[config.mk]
export PLATFORM = sky130hd
export DESIGN_NAME = port_uart_tx
export DESIGN_NICKNAME = d
export VERILOG_FILES = /design/src/rtl/port_uart_tx.sv
export SDC_FILE = /design/constraint.sdc
export NUM_CORES = 1
export LEC_CHECK = 0
export ABC_AREA = 0
export CORE_ASPECT_RATIO = 0.9
export CORE_MARGIN = 1
export CORE_UTILIZATION = 38
export CTS_CLUSTER_DIAMETER = 100
export DETAILED_ROUTE_END_ITERATION = 10
export GPL_TIMING_DRIVEN = 0
export PLACE_DENSITY = 0.66
export SYNTH_ARGS = -nofsm -noshare
export SYNTH_HDL_FRONTEND = slang
export SYNTH_SLANG_ARGS = --single-unit
[constraint.sdc]
create_clock -name clk -period 2.7 [get_ports clk]
set_input_delay 0.54 -clock clk [delete_from_list [all_inputs] [get_ports clk]]
set_output_delay 0.54 -clock clk [all_outputs]
set_load 0.1 [all_outputs]
[src/rtl/port_uart_tx.sv]
// 8N1 LSB-first UART transmitter behind a 4-register CPU I/O port window.
// Holds a small TX FIFO and a programmable bit timer, with an optional drain interrupt.
module port_uart_tx #(
  parameter logic [7:0] BASE_ADDR  = 8'hE0,
  parameter int         FIFO_DEPTH = 4,
  parameter logic [7:0] BAUD_RESET = 8'd15
) (
  input  logic       clk,
  input  logic       reset,
  input  logic [7:0] portAddress,
  input  logic       portRead,
  input  logic       portWrite,
  input  logic [7:0] wrData,
  output logic [7:0] rdData,
  output logic       intReq,
  input  logic       intAck,
  output logic       txd,
  output logic [1:0] o_dbg_state
);

  localparam int PW = $clog2(FIFO_DEPTH);
  localparam int CW = PW + 1;

  typedef enum logic [1:0] {S_IDLE, S_START, S_DATA, S_STOP} state_t;

  state_t         r_state, w_next;
  logic [7:0]     r_mem [FIFO_DEPTH];
  logic [PW-1:0]  r_wr_ptr, r_rd_ptr;
  logic [CW-1:0]  r_count;
  logic [7:0]     r_shift, r_baud, r_baud_cnt;
  logic [2:0]     r_bit_idx;
  logic           r_txd, r_irq_en, r_irq_pend, r_overrun, r_ack_q;

  logic [7:0]     w_offset;
  logic           w_hit, w_wr_data, w_wr_status, w_wr_ctrl, w_wr_baud;
  logic           w_pop, w_push_ok, w_bit_end, w_full, w_empty, w_busy;
  logic           w_irq_set, w_irq_clr, w_txd_next;

  // Bus: portRead/portWrite are single-cycle strobes qualified by portAddress;
  // reads are answered combinationally in the strobe cycle, writes commit at its closing edge.
  assign w_offset    = portAddress - BASE_ADDR;
  assign w_hit       = (w_offset < 8'd4);
  assign w_wr_data   = portWrite && w_hit && (w_offset[1:0] == 2'd0);
  assign w_wr_status = portWrite && w_hit && (w_offset[1:0] == 2'd1);
  assign w_wr_ctrl   = portWrite && w_hit && (w_offset[1:0] == 2'd2);
  assign w_wr_baud   = portWrite && w_hit && (w_offset[1:0] == 2'd3);

  assign w_full    = (r_count == CW'(FIFO_DEPTH));
  assign w_empty   = (r_count == '0);
  assign w_busy    = (r_state != S_IDLE);
  assign w_pop     = (r_state == S_IDLE) && !w_empty;
  assign w_push_ok = w_wr_data && (!w_full || w_pop);
  assign w_bit_end = (r_baud_cnt == 8'd0);
  assign w_irq_set = (r_state == S_STOP) && w_bit_end && w_empty;
  assign w_irq_clr = (intAck && !r_ack_q) || (w_wr_status && wrData[0]);

  always_ff @(posedge clk or negedge reset) begin
    if (!reset) r_state <= S_IDLE;
    else        r_state <= w_next;
  end

  always_comb begin
    w_next = r_state;
    case (r_state)
      S_IDLE:  if (w_pop) w_next = S_START;
      S_START: if (w_bit_end) w_next = S_DATA;
      S_DATA:  if (w_bit_end && (r_bit_idx == 3'd7)) w_next = S_STOP;
      S_STOP:  if (w_bit_end) w_next = S_IDLE;
      default: w_next = S_IDLE;
    endcase
  end

  // txd is registered, so the line level for the coming cycle is chosen here.
  always_comb begin
    w_txd_next = 1'b1;
    case (w_next)
      S_START: w_txd_next = 1'b0;
      S_DATA:  w_txd_next = (r_state == S_DATA && w_bit_end) ? r_shift[1] : r_shift[0];
      default: w_txd_next = 1'b1;
    endcase
  end

  always_ff @(posedge clk) begin
    if (w_push_ok) r_mem[r_wr_ptr] <= wrData;
  end

  always_ff @(posedge clk or negedge reset) begin
    if (!reset) begin
      r_txd      <= 1'b1;
      r_shift    <= '0;
      r_baud_cnt <= '0;
      r_bit_idx  <= '0;
      r_wr_ptr   <= '0;
      r_rd_ptr   <= '0;
      r_count    <= '0;
    end else begin
      r_txd <= w_txd_next;
      if (w_pop) begin
        r_shift    <= r_mem[r_rd_ptr];
        r_baud_cnt <= r_baud;
        r_bit_idx  <= '0;
      end else if (w_busy) begin
        if (w_bit_end) begin
          r_baud_cnt <= r_baud;
          if (r_state == S_DATA) begin
            r_shift   <= r_shift >> 1;
            r_bit_idx <= r_bit_idx + 3'd1;
          end
        end else begin
          r_baud_cnt <= r_baud_cnt - 8'd1;
        end
      end
      if (w_push_ok) r_wr_ptr <= r_wr_ptr + PW'(1);
      if (w_pop)     r_rd_ptr <= r_rd_ptr + PW'(1);
      case ({w_push_ok, w_pop})
        2'b10:   r_count <= r_count + CW'(1);
        2'b01:   r_count <= r_count - CW'(1);
        default: r_count <= r_count;
      endcase
    end
  end

  always_ff @(posedge clk or negedge reset) begin
    if (!reset) begin
      r_irq_en   <= 1'b0;
      r_baud     <= BAUD_RESET;
      r_overrun  <= 1'b0;
      r_irq_pend <= 1'b0;
      r_ack_q    <= 1'b0;
    end else begin
      r_ack_q <= intAck;
      if (w_wr_ctrl) r_irq_en <= wrData[0];
      if (w_wr_baud) r_baud   <= wrData;
      if (w_wr_data && !w_push_ok)      r_overrun <= 1'b1;
      else if (w_wr_status && wrData[1]) r_overrun <= 1'b0;
      if (w_irq_set)      r_irq_pend <= 1'b1;
      else if (w_irq_clr) r_irq_pend <= 1'b0;
    end
  end

  always_comb begin
    rdData = 8'h00;
    if (portRead && w_hit) begin
      case (w_offset[1:0])
        2'd1:    rdData = {3'b000, r_overrun, r_irq_pend, w_busy, w_full, w_empty};
        2'd2:    rdData = {7'b0, r_irq_en};
        2'd3:    rdData = r_baud;
        default: rdData = 8'h00;
      endcase
    end
  end

  assign intReq      = r_irq_pend && r_irq_en;
  assign txd         = r_txd;
  assign o_dbg_state = r_state;

endmodule
==> results.cfg <==
[cells_and_area]
drive_gt1_frac = 0.228
postLayoutCoreUtil = 0.503
design_area_mm2 = 0.00439
stdcell_count = 452
fill_cells = 803
fin_nets = 358
multi_input_area_mm2 = 0.00151
regArea_mm2 = 0.00200
syn_to_final_growth_pct = 25.7
diodes = 0

[detailed_routing]
first_iter_violations = 88
drc = 0
vias = 2396
routed_wirelength_um = 7610
ant_nets = 0
vias_per_cell = 5.30
first_pass_iters = 5
wl_per_cell_um = 16.8

[die]
rows = 32
dieArea_mm2 = 0.00957
die_h_um = 92.9
die_w_um = 103
initial_core_util = 0.400
boundaryPins = 33
core-area_mm2 = 0.00873

[grt]
grt.total_usage = 0.181
antenna_found_initial = 0
grt_start_max_net_pins = 30
grt_pass1_wl_um = 12600
overflow = 0
grt_pass1_vias = 2393

[timing]
max_freq_mhz = 363
hold_slack_ps = 79.0
fin_tns_setup_ps = -303
skew_ps = 8.88
slew_headroom = 0.355
fin_ws_ps = -51.5
period_share = 1.02
slew_violations = 0
tightestPinTransition_ps = 965
min_period_ps = 2750
rsz0062_at_grt = true
finalHoldViolCount = 0
setup_viol = 7

[logic_synthesis]
syn-mean-instance-area_um2 = 12.6
synthCells = 278
synth_cell_types = 55
synth_edf_count = 32
ys_ff_latch = 73
yosysTopAreaCell = edfxtp_1
yosys-top-cells-count = dfrtp_1, edfxtp_1, nand2_1, nand3_1, nor2_1
netlist_top_cells_area = edfxtp_1, dfrtp_1, mux4_2
syn_area_mm2 = 0.00349
synth_flop_cell = dfrtp_1
syn_nets = 308
async_reset_ff_frac = 0.562
yosysMostFrequentCell = dfrtp_1
yosysSeqAreaShare = 0.571
yosysTopAreaCellShare = 0.275
ys_warn_count = 0

[critical_path]
startpoint_type = input pin
worstSetupEndpointType = primary output
reg2reg_depth = 7
crit_chain = buf_6, ha_4, or3b_4, nor4_4, buf_4, nand3_4, nor2_4, buf_12
rr_startpoint = r_count[2]$_DFFE_PN0P_
cp_num_buf_inv = 3
cp_data_arrival_time_ps = 2210
path_class = in2out
required_ps = 2160
worstReg2RegEnd = r_count[2]$_DFFE_PN0P_
ff2ff_setup_slack_ps = 110
cpLargestDelayFamily = simple AND/OR/NAND/NOR gates
max_stage_delay_ps = 390
cp_max_fo = 4
slowest_stage = or3b_4

[placed_design]
io_buffers = 31
hpwlAfterDp_um = 5300
dp_cells = 429
gp_congestion = 0.838
dpl_cell_area_mm2 = 0.00405
post-place-ws_ps = -1630

[clock_tree]
tritoncts = built
cts_made_buffers = 9
clockBufferDepth = 2
cts_hold_buf = 0
path_clk_slew_ps = 70
clock_sinks = 73
ctsHtreeMaxLevel = 3
cts_root_buffer = clkbuf_8
clock_latency_ps = 350

[pwr]
finalPower_mw = 3.45
p_per_area_mw_per_mm2 = 787
p_leak_nw = 1.71
max-vdd-ir-drop_uv = 342

[status]
outcome = finished with violations
violations = setup timing

[hold_path]
hold_path_class = in2async

[flow_run]
drv_cap = 0
state kept, by name, summed over array words and instances, names as in the netlist, 2 cells and up:
signal	cells
o_dbg_state	2
r_baud	8
r_baud_cnt	8
r_bit_idx	3
r_count	3
r_mem	32
r_rd_ptr	2
r_shift	8
r_wr_ptr	2
routing by layer:
metal	part of all wire	global-route usage	wire [um]	up-vias
met4	0.010	0.0469	76	0
met5	0	0	0	-
met1	0.47	0.245	3570	1193
li1	-	-	-	1136
met3	0.059	0.0709	450	7
met2	0.46	0.271	3510	60
repair_timing:
item / 4_1_cts / 5_1_grt
endpoints found under the setup margin: 43 / 24
cloned: 0 / 0
endpoints found under the hold margin: 0 / 0
buffers inserted: 5 / 2
gates resized for setup: 84 / 9
pin swaps: 7 / 6
power by group:
part | internal (mW) | leakage [nW] | total, mW | switching [mW]
sequential | 1.38 | 0.780 | 1.58 | 0.206
clock | 0.417 | 0.0898 | 0.800 | 0.383
combinational | 0.461 | 0.837 | 1.07 | 0.606
total | 2.26 | 1.71 | 3.45 | 1.20
worst max path at each step:
stage,depth (start not counted),end,start,slack (ps)
after floorplan,5,rdData[1],portAddress[5],-130
after global placement,7,rdData[7],portAddress[5],-1610
after detailed placement,7,rdData[7],portAddress[5],-1630
after CTS,8,rdData[4],portAddress[6],-50
after global routing,8,rdData[1],portAddress[6],-100
final,8,rdData[1],portAddress[6],-50
cell type report:
| type | count | area share |
|---|---|---|
| Sequential cell | 73 | 0.455 |
| Clock buffer | 11 | 0.0299 |
| Buffer | 12 | 0.0134 |
| Multi-Input combinational cell | 184 | 0.343 |
| Tap cell | 119 | 0.0339 |
| Clock inverter | 5 | 0.0106 |
| Timing Repair Buffer | 39 | 0.106 |
| Inverter | 9 | 0.00770 |
layout by cell type (no fill, tap or decap), types with 10 or more instances in the layout:
cell type	instances
nand2_1	23
clkdlybuf4s50_1	17
dfrtp_1	34
mux2_1	10
nand3_1	20
edfxtp_1	32
o21ai_0	12
nor2_1	10
worst reg2reg max path: cells and delay by family, from the launching register on:
| kind | cells | cell delay [ps] |
|---|---|---|
| AND/OR/NAND/NOR | 4 | 1240 |
| flip-flops | 1 | 490 |
| adder cells (fa/ha/maj) | 1 | 400 |
| buffers and inverters | 1 | 280 |
| AO/OA/AOI/OAI | 1 | 100 |
kinds of logic (layout without fill, tap and decap cells):
| logic type | Yosys count | count (layout) | share of synthesized area |
|---|---|---|---|
| flip-flops | 73 | 73 | 0.571 |
| buffers and inverters | 21 | 76 | 0.0262 |
| AND/OR/NAND/NOR | 101 | 101 | 0.163 |
| adder cells (fa/ha/maj) | 9 | 9 | 0.0344 |
| multiplexers | 29 | 29 | 0.117 |
| XOR/XNOR | 6 | 6 | 0.0151 |
| AO/OA/AOI/OAI | 39 | 39 | 0.0735 |
No activity file was read; power rests on OpenSTA's default activity.
==> edit 1: new RTL, same flow settings <==
Register the output `intReq`, cleared by the reset; this adds one clock of latency there. The other outputs are not delayed to match.
--- a/src/rtl/port_uart_tx.sv
+++ b/src/rtl/port_uart_tx.sv
@@ -152,3 +152,9 @@
 
-  assign intReq      = r_irq_pend && r_irq_en;
+  always_ff @(posedge clk or negedge reset) begin
+    if (!reset) begin
+      intReq <= '0;
+    end else begin
+      intReq <= r_irq_pend && r_irq_en;
+    end
+  end
   assign txd         = r_txd;
Check against the original RTL: no difference found for any inputs over 10 cycles, from zero or initial values and one cycle with reset low; that may be too few to reach the edited logic, so the function may still have changed.
==> edit 1 against the unedited design <==
- power down 0.86%
- critical endpoint is now rdData[3]
- largest cell class unchanged
- core utilization fell by 0.073 points
- synthesized cell count grew 0.36%
- hold slack better by 0.43 ns
- largest power group unchanged
- synthesized area increased by 0.72%
- wire length fell by 3.4%
- sequential cell count rose by 1
- non-clock buffer count is 2 higher
- the flow still finishes with violations (negative setup slack)
- cell area rose by 0.31%
- final cell count rose by 0.66%
- setup slack worse by 0.0093 ns
==> edit 1: results (changes against the unedited design) <==
grt_max_degree: 40  # +33%
violations: "negative setup slack"
final-max-slew-violation-count: 0  # unchanged
multi_input_area_sq_mm: 0.00151  # +0.42%
cts.root.buffer_cell: "clkbuf_8"
holdWs_ns: 0.508  # +0.429 ns
grt_antenna_before_repair: 0  # unchanged
clock_latency_ns: 0.35  # about the same
synth_area_leaders: "edfxtp_1 27%, dfrtp_1 26%, mux4_2 5.1%, dfstp_2 3.7%, mux2_1 3.2%"
synth.distinct_cells: 55  # unchanged
htreeDepth: 3  # unchanged
pre_cts_ws_ns: -1.62  # +0.0112 ns
synth.avg_cell_area_sq_um: 12.6  # +0.36%
portBuffers: 31  # unchanged
stdcell_count: 455  # +0.66%
yosysSeqAreaShare_pct: 57.4  # +0.31 points
wl_per_cell_um: 16.2  # -4.1%
grt_pass1_wl_um: 12200  # -3.2%
setup_tns_ns: -0.168  # +0.134 ns
status: "finished, violations left"
syn_nets: 309  # +0.32%
largest_reg_flops: 32  # unchanged
final.setup_skew_ns: 0.00501  # -0.00387 ns
dpl.hpwl_um: 5090  # -4.0%
worst_slack_ns: -0.0608  # -0.00934 ns
path_delay_family: "simple AND/OR/NAND/NOR gates"
critPathSlowestCell: "or3b_4"
synthTopCellsByCount: "37 x dfrtp_1, 32 x edfxtp_1, 23 x nand2_1"
top_register: "r_mem"
hp-class: "reg -> reg"
cts_inserted_buffers: 9  # unchanged
drc: 0  # unchanged
ys.flop_type: "dfrtp_1"
power_leakage_nw: 1.72  # +0.99%
cp_max_fo: 4  # unchanged
ys_warn_count: 0  # unchanged
clkTransAtPathRegs_ns: 0.07  # about the same
worst_pin_slew_ns: 0.961  # -0.00434 ns
insertedDiodeCount: 0  # unchanged
gp_congestion: 0.853  # +1.8%
drt_iter0_drc: 143  # +63%
grt_pass1_vias: 2397  # +0.17%
drtPass1Iterations: 5  # unchanged
fillCellCount: 770  # -4.1%
critPathMaxStageDelay_ns: 0.41  # +0.02 ns
viasPerCell: 5.28  # -0.37%
postPlaceCellArea_sq_mm: 0.00407  # +0.62%
ff2ff_setup_slack_ns: 0.12
async_flop_share_pct: 56.8  # +0.59 points
synth-edff-count: 32  # unchanged
grt_usage_pct: 17.4  # -0.67 points
cp.arrival_ns: 2.22
drive_gt1_share_pct: 23.5  # +0.69 points
placed_cells: 430  # +0.23%
setup_violations: 7  # unchanged
finalNetCount: 361  # +0.84%
clock_path_buffers: 2  # unchanged
max-vdd-ir-drop_mv: 0.587  # +72%
edit 1: changes by cell type after synthesis, sizes merged:
cell / change
dfrtp: +1
edit 1: final cells by class:
class,instances,area share (%)
Multi-Input combinational cell,184,34.4
Sequential cell,74,46.0
Timing Repair Buffer,41,10.7
Clock inverter,4,0.426
Buffer,12,1.36
Clock buffer,12,3.07
Inverter,9,0.767
Tap cell,119,3.38
edit 1: logic make-up (layout without fill, tap and decap cells):
family	Yosys count	count (layout)	share of synthesized area (%)
AO/OA/AOI/OAI	39	39	7.30
AND/OR/NAND/NOR	101	101	16.2
buffers and inverters	21	78	2.60
adder cells (fa/ha/maj)	9	9	3.42
multiplexers	29	29	11.6
flip-flops	74	74	57.4
XOR/XNOR	6	6	1.50
edit 1: layer usage:
layer / part of all wire (%) / GRT usage [%]
met1: 47 / 24.3
met2: 47 / 26.3
met3: 4.9 / 5.08
met4: 1.5 / 5.16
met5: 0 / 0
edit 1: what timing repair did:
| item | 4_1_cts | 5_1_grt |
|---|---|---|
| endpoints found under the setup margin | 42 | 14 |
| pin swaps | 5 | 5 |
| resized for setup | 84 | 7 |
| hold buffers | 1 | 0 |
| hold endpoints to repair | 3 | 0 |
| buffers inserted | 4 | 4 |
edit 1: path summary, 6_finish.rpt:
path,startpoint,endpoint,cells past startpoint
max in group asynchronous,reset,r_baud[2],3
worst max register to register,r_count[2],r_count[2],7
min in group asynchronous,reset,r_shift[5],2
worst min register to register,r_bit_idx[0],r_bit_idx[0],1
worst min-delay path,r_bit_idx[0],r_bit_idx[0],1
worst max-delay path,portAddress[6],rdData[3],8
edit 1: report_power, final:
part,switching [mW],total [mW],internal (mW)
sequential,0.210,1.60,1.39
combinational,0.615,1.10,0.488
clock,0.388,0.715,0.327
total,1.21,3.42,2.21
==> edit 2: new RTL, config.mk and constraints unchanged <==
Made on the original files. `FIFO_DEPTH`: 4 -> 2.
--- a/src/rtl/port_uart_tx.sv
+++ b/src/rtl/port_uart_tx.sv
@@ -4,3 +4,3 @@
   parameter logic [7:0] BASE_ADDR  = 8'hE0,
-  parameter int         FIFO_DEPTH = 4,
+  parameter int         FIFO_DEPTH = 2,
   parameter logic [7:0] BAUD_RESET = 8'd15
Formal check against the unedited RTL: not equivalent (Yosys sat finds a counterexample within 4 cycles, from zero or initial values and one cycle with reset low).
==> edit 2 against the unedited design <==
- wire length is 19% lower
- sequential cell count shrank 19
- setup slack improved by 0.057 ns
- critical path type unchanged
- largest cell class unchanged
- synthesized area decreased by 22%
- first-iteration DRC count increased by 50%
- critical endpoint is now rdData[2]
- cell area down 22%
Power is not compared: it rests on default switching activity, and its combinational part moved more than twofold at a synthesized area within 25%.
==> edit 2: results (changes against the unedited design) <==
yosysMostFrequentCell: "dfrtp_1"
portBuffers: 31  # unchanged
drtPass1Iterations: 4  # -1
cts.root.buffer_cell: "clkbuf_8"
yosysSeqAreaShare_pct: 52.8  # -4.3 points
cts_inserted_buffers: 5  # -4
synth-edff-count: 16  # -50%
finalNetCount: 317  # -11%
cp_max_fo: 4  # unchanged
ys_ff_latch: 54  # -26%
synth_area_leaders: "dfrtp_1 30%, edfxtp_1 18%, dfstp_2 4.8%, mux2i_1 4.8%, mux2_2 3.7%"
ys_warn_count: 0  # unchanged
synth.distinct_cells: 50  # -9.1%
critPathMaxStageDelay_ns: 0.30  # -0.09 ns
drive_gt1_share_pct: 24.2  # +1.4 points
grt_pass1_wl_um: 10200  # -19%
grt_usage_pct: 17.7  # -0.38 points
vias: 2056  # -14%
status: "completed"
htreeDepth: 2  # -1
max-vdd-ir-drop_mv: 0.319
pre_cts_ws_ns: -1.26  # +0.369 ns
clock_path_buffers: 2  # unchanged
clock_latency_ns: 0.32  # -0.03 ns
drc: 0  # unchanged
fillCellCount: 620  # -23%
clkTransAtPathRegs_ns: 0.10  # +0.03 ns
insertedDiodeCount: 0  # unchanged
grt_antenna_before_repair: 0  # unchanged
power_leakage_nw: 1.35
grt_pass1_vias: 2028  # -15%
dpl.hpwl_um: 4390  # -17%
path_delay_family: "buffers and inverters"
largest_reg_flops: 16  # -50%
slew_headroom_pct: 34.4  # -1.1 points
grt_max_degree: 39  # +30%
wl_per_cell_um: 16.1  # -4.6%
async_flop_share_pct: 70.4  # +14 points
hp-class: "in -> async"
syn_nets: 272  # -12%
gp_congestion: 0.857  # +2.4%
final.setup_skew_ns: 0.0102  # +0.00135 ns
top_register: "r_mem"
p_int_mw: 1.36
critPathSlowestCell: "ha_1"
cp.arrival_ns: 2.15  # -0.06 ns
drt_iter0_drc: 132  # +50%
synthTopCellsByCount: "33 x dfrtp_1, 26 x nor2_1, 18 x nand3_1"
[edit 2: changes by cell type in the layout (fill, tap and decap cells not counted), moves of 5 or more]
cell      delta
nand2_1      -9
o21ai_0      -8
edfxtp_1    -16
mux2_2       +5
o221ai_1     +5
mux2i_1      +6
buf_2        +5
nor2_1      +13
clkbuf_1     -5
o21ai_1      +8
buf_12       -6
mux4_2       -8
mux2_1      -10
[edit 2: what timing repair did]
item / CTS / global route
setup buffers: 3 / 3
resized for setup: 69 / 11
setup endpoints to repair: 16 / 17
hold endpoints to repair: 0 / 0
pin swaps: 5 / 4
[edit 2: kinds of logic (layout without fill, tap and decap cells)]
family          count (synthesis)  after routing  synth area share, %
simple gates                   96             96                 20.1
flops                          54             54                 52.8
compound gates                 46             46                 12.4
mux                            22             22                 8.50
buf+inv                        22             68                 3.49
fa+ha+maj                       4              4                 1.84
xor+xnor                        3              3                0.965
[edit 2: through the flow]
stage / instances / hold slack, ns / instance area [sq um]
detailed placement: 369 / 0.491 / 3170
global route: 383 / 0.386 / 3400
finish: 383 / 0.329 / 3400
global placement: 368 / 0.473 / 3160
floorplan: 247 / 0.244 / 2740
CTS: 380 / 0.361 / 3340
[edit 2: power by group through the flow]
| stage | logic, mW | clock network, mW | registers [mW] |
|---|---|---|---|
| after floorplan | 0.310 | 0 | 1.11 |
| after global routing | 0.566 | 0.558 | 1.07 |
| after CTS | 0.505 | 0.522 | 1.05 |
| after detailed placement | 0.500 | 0 | 1.07 |
| final | 0.513 | 0.511 | 1.05 |
| after global placement | 0.494 | 0 | 1.06 |
[edit 2: metal layers]
| layer | share of wire, % | track usage [%] | vias up | routed length (um) |
|---|---|---|---|---|
| met5 | 0 | 0 | - | 0 |
| met4 | 1.2 | 4.92 | 0 | 74 |
| met3 | 5.7 | 4.85 | 11 | 349 |
| met2 | 45 | 28.5 | 56 | 2790 |
| met1 | 48 | 23.8 | 993 | 2940 |
| li1 | - | - | 996 | - |
[edit 2: layout make-up]
cell class | count | area (sq um) | share of cell area, %
sequential | 54 | 1440 | 42.2
multi-input combinational | 171 | 1260 | 37.0
timing repair buffer | 38 | 392 | 11.5
tap | 90 | 113 | 3.31
clock buffer | 6 | 82.6 | 2.43
buffer | 13 | 65.1 | 1.91
inverter | 9 | 33.8 | 0.992
clock inverter | 2 | 20.0 | 0.588
[edit 2: path summary, 6_finish.rpt]
check                                to  cells after the start            from  slack, ns
setup / recovery              rdData[2]                      7  portAddress[6]      0.005
hold / removal               r_shift[5]                      1           reset       0.33
setup reg to reg            r_mem[1][7]                      5  o_dbg_state[0]       0.55
hold reg to reg            r_bit_idx[0]                      1    r_bit_idx[0]       0.50
max in group asynchronous    r_count[1]                      1           reset       1.81
min in group clk           r_bit_idx[0]                      1    r_bit_idx[0]       0.50
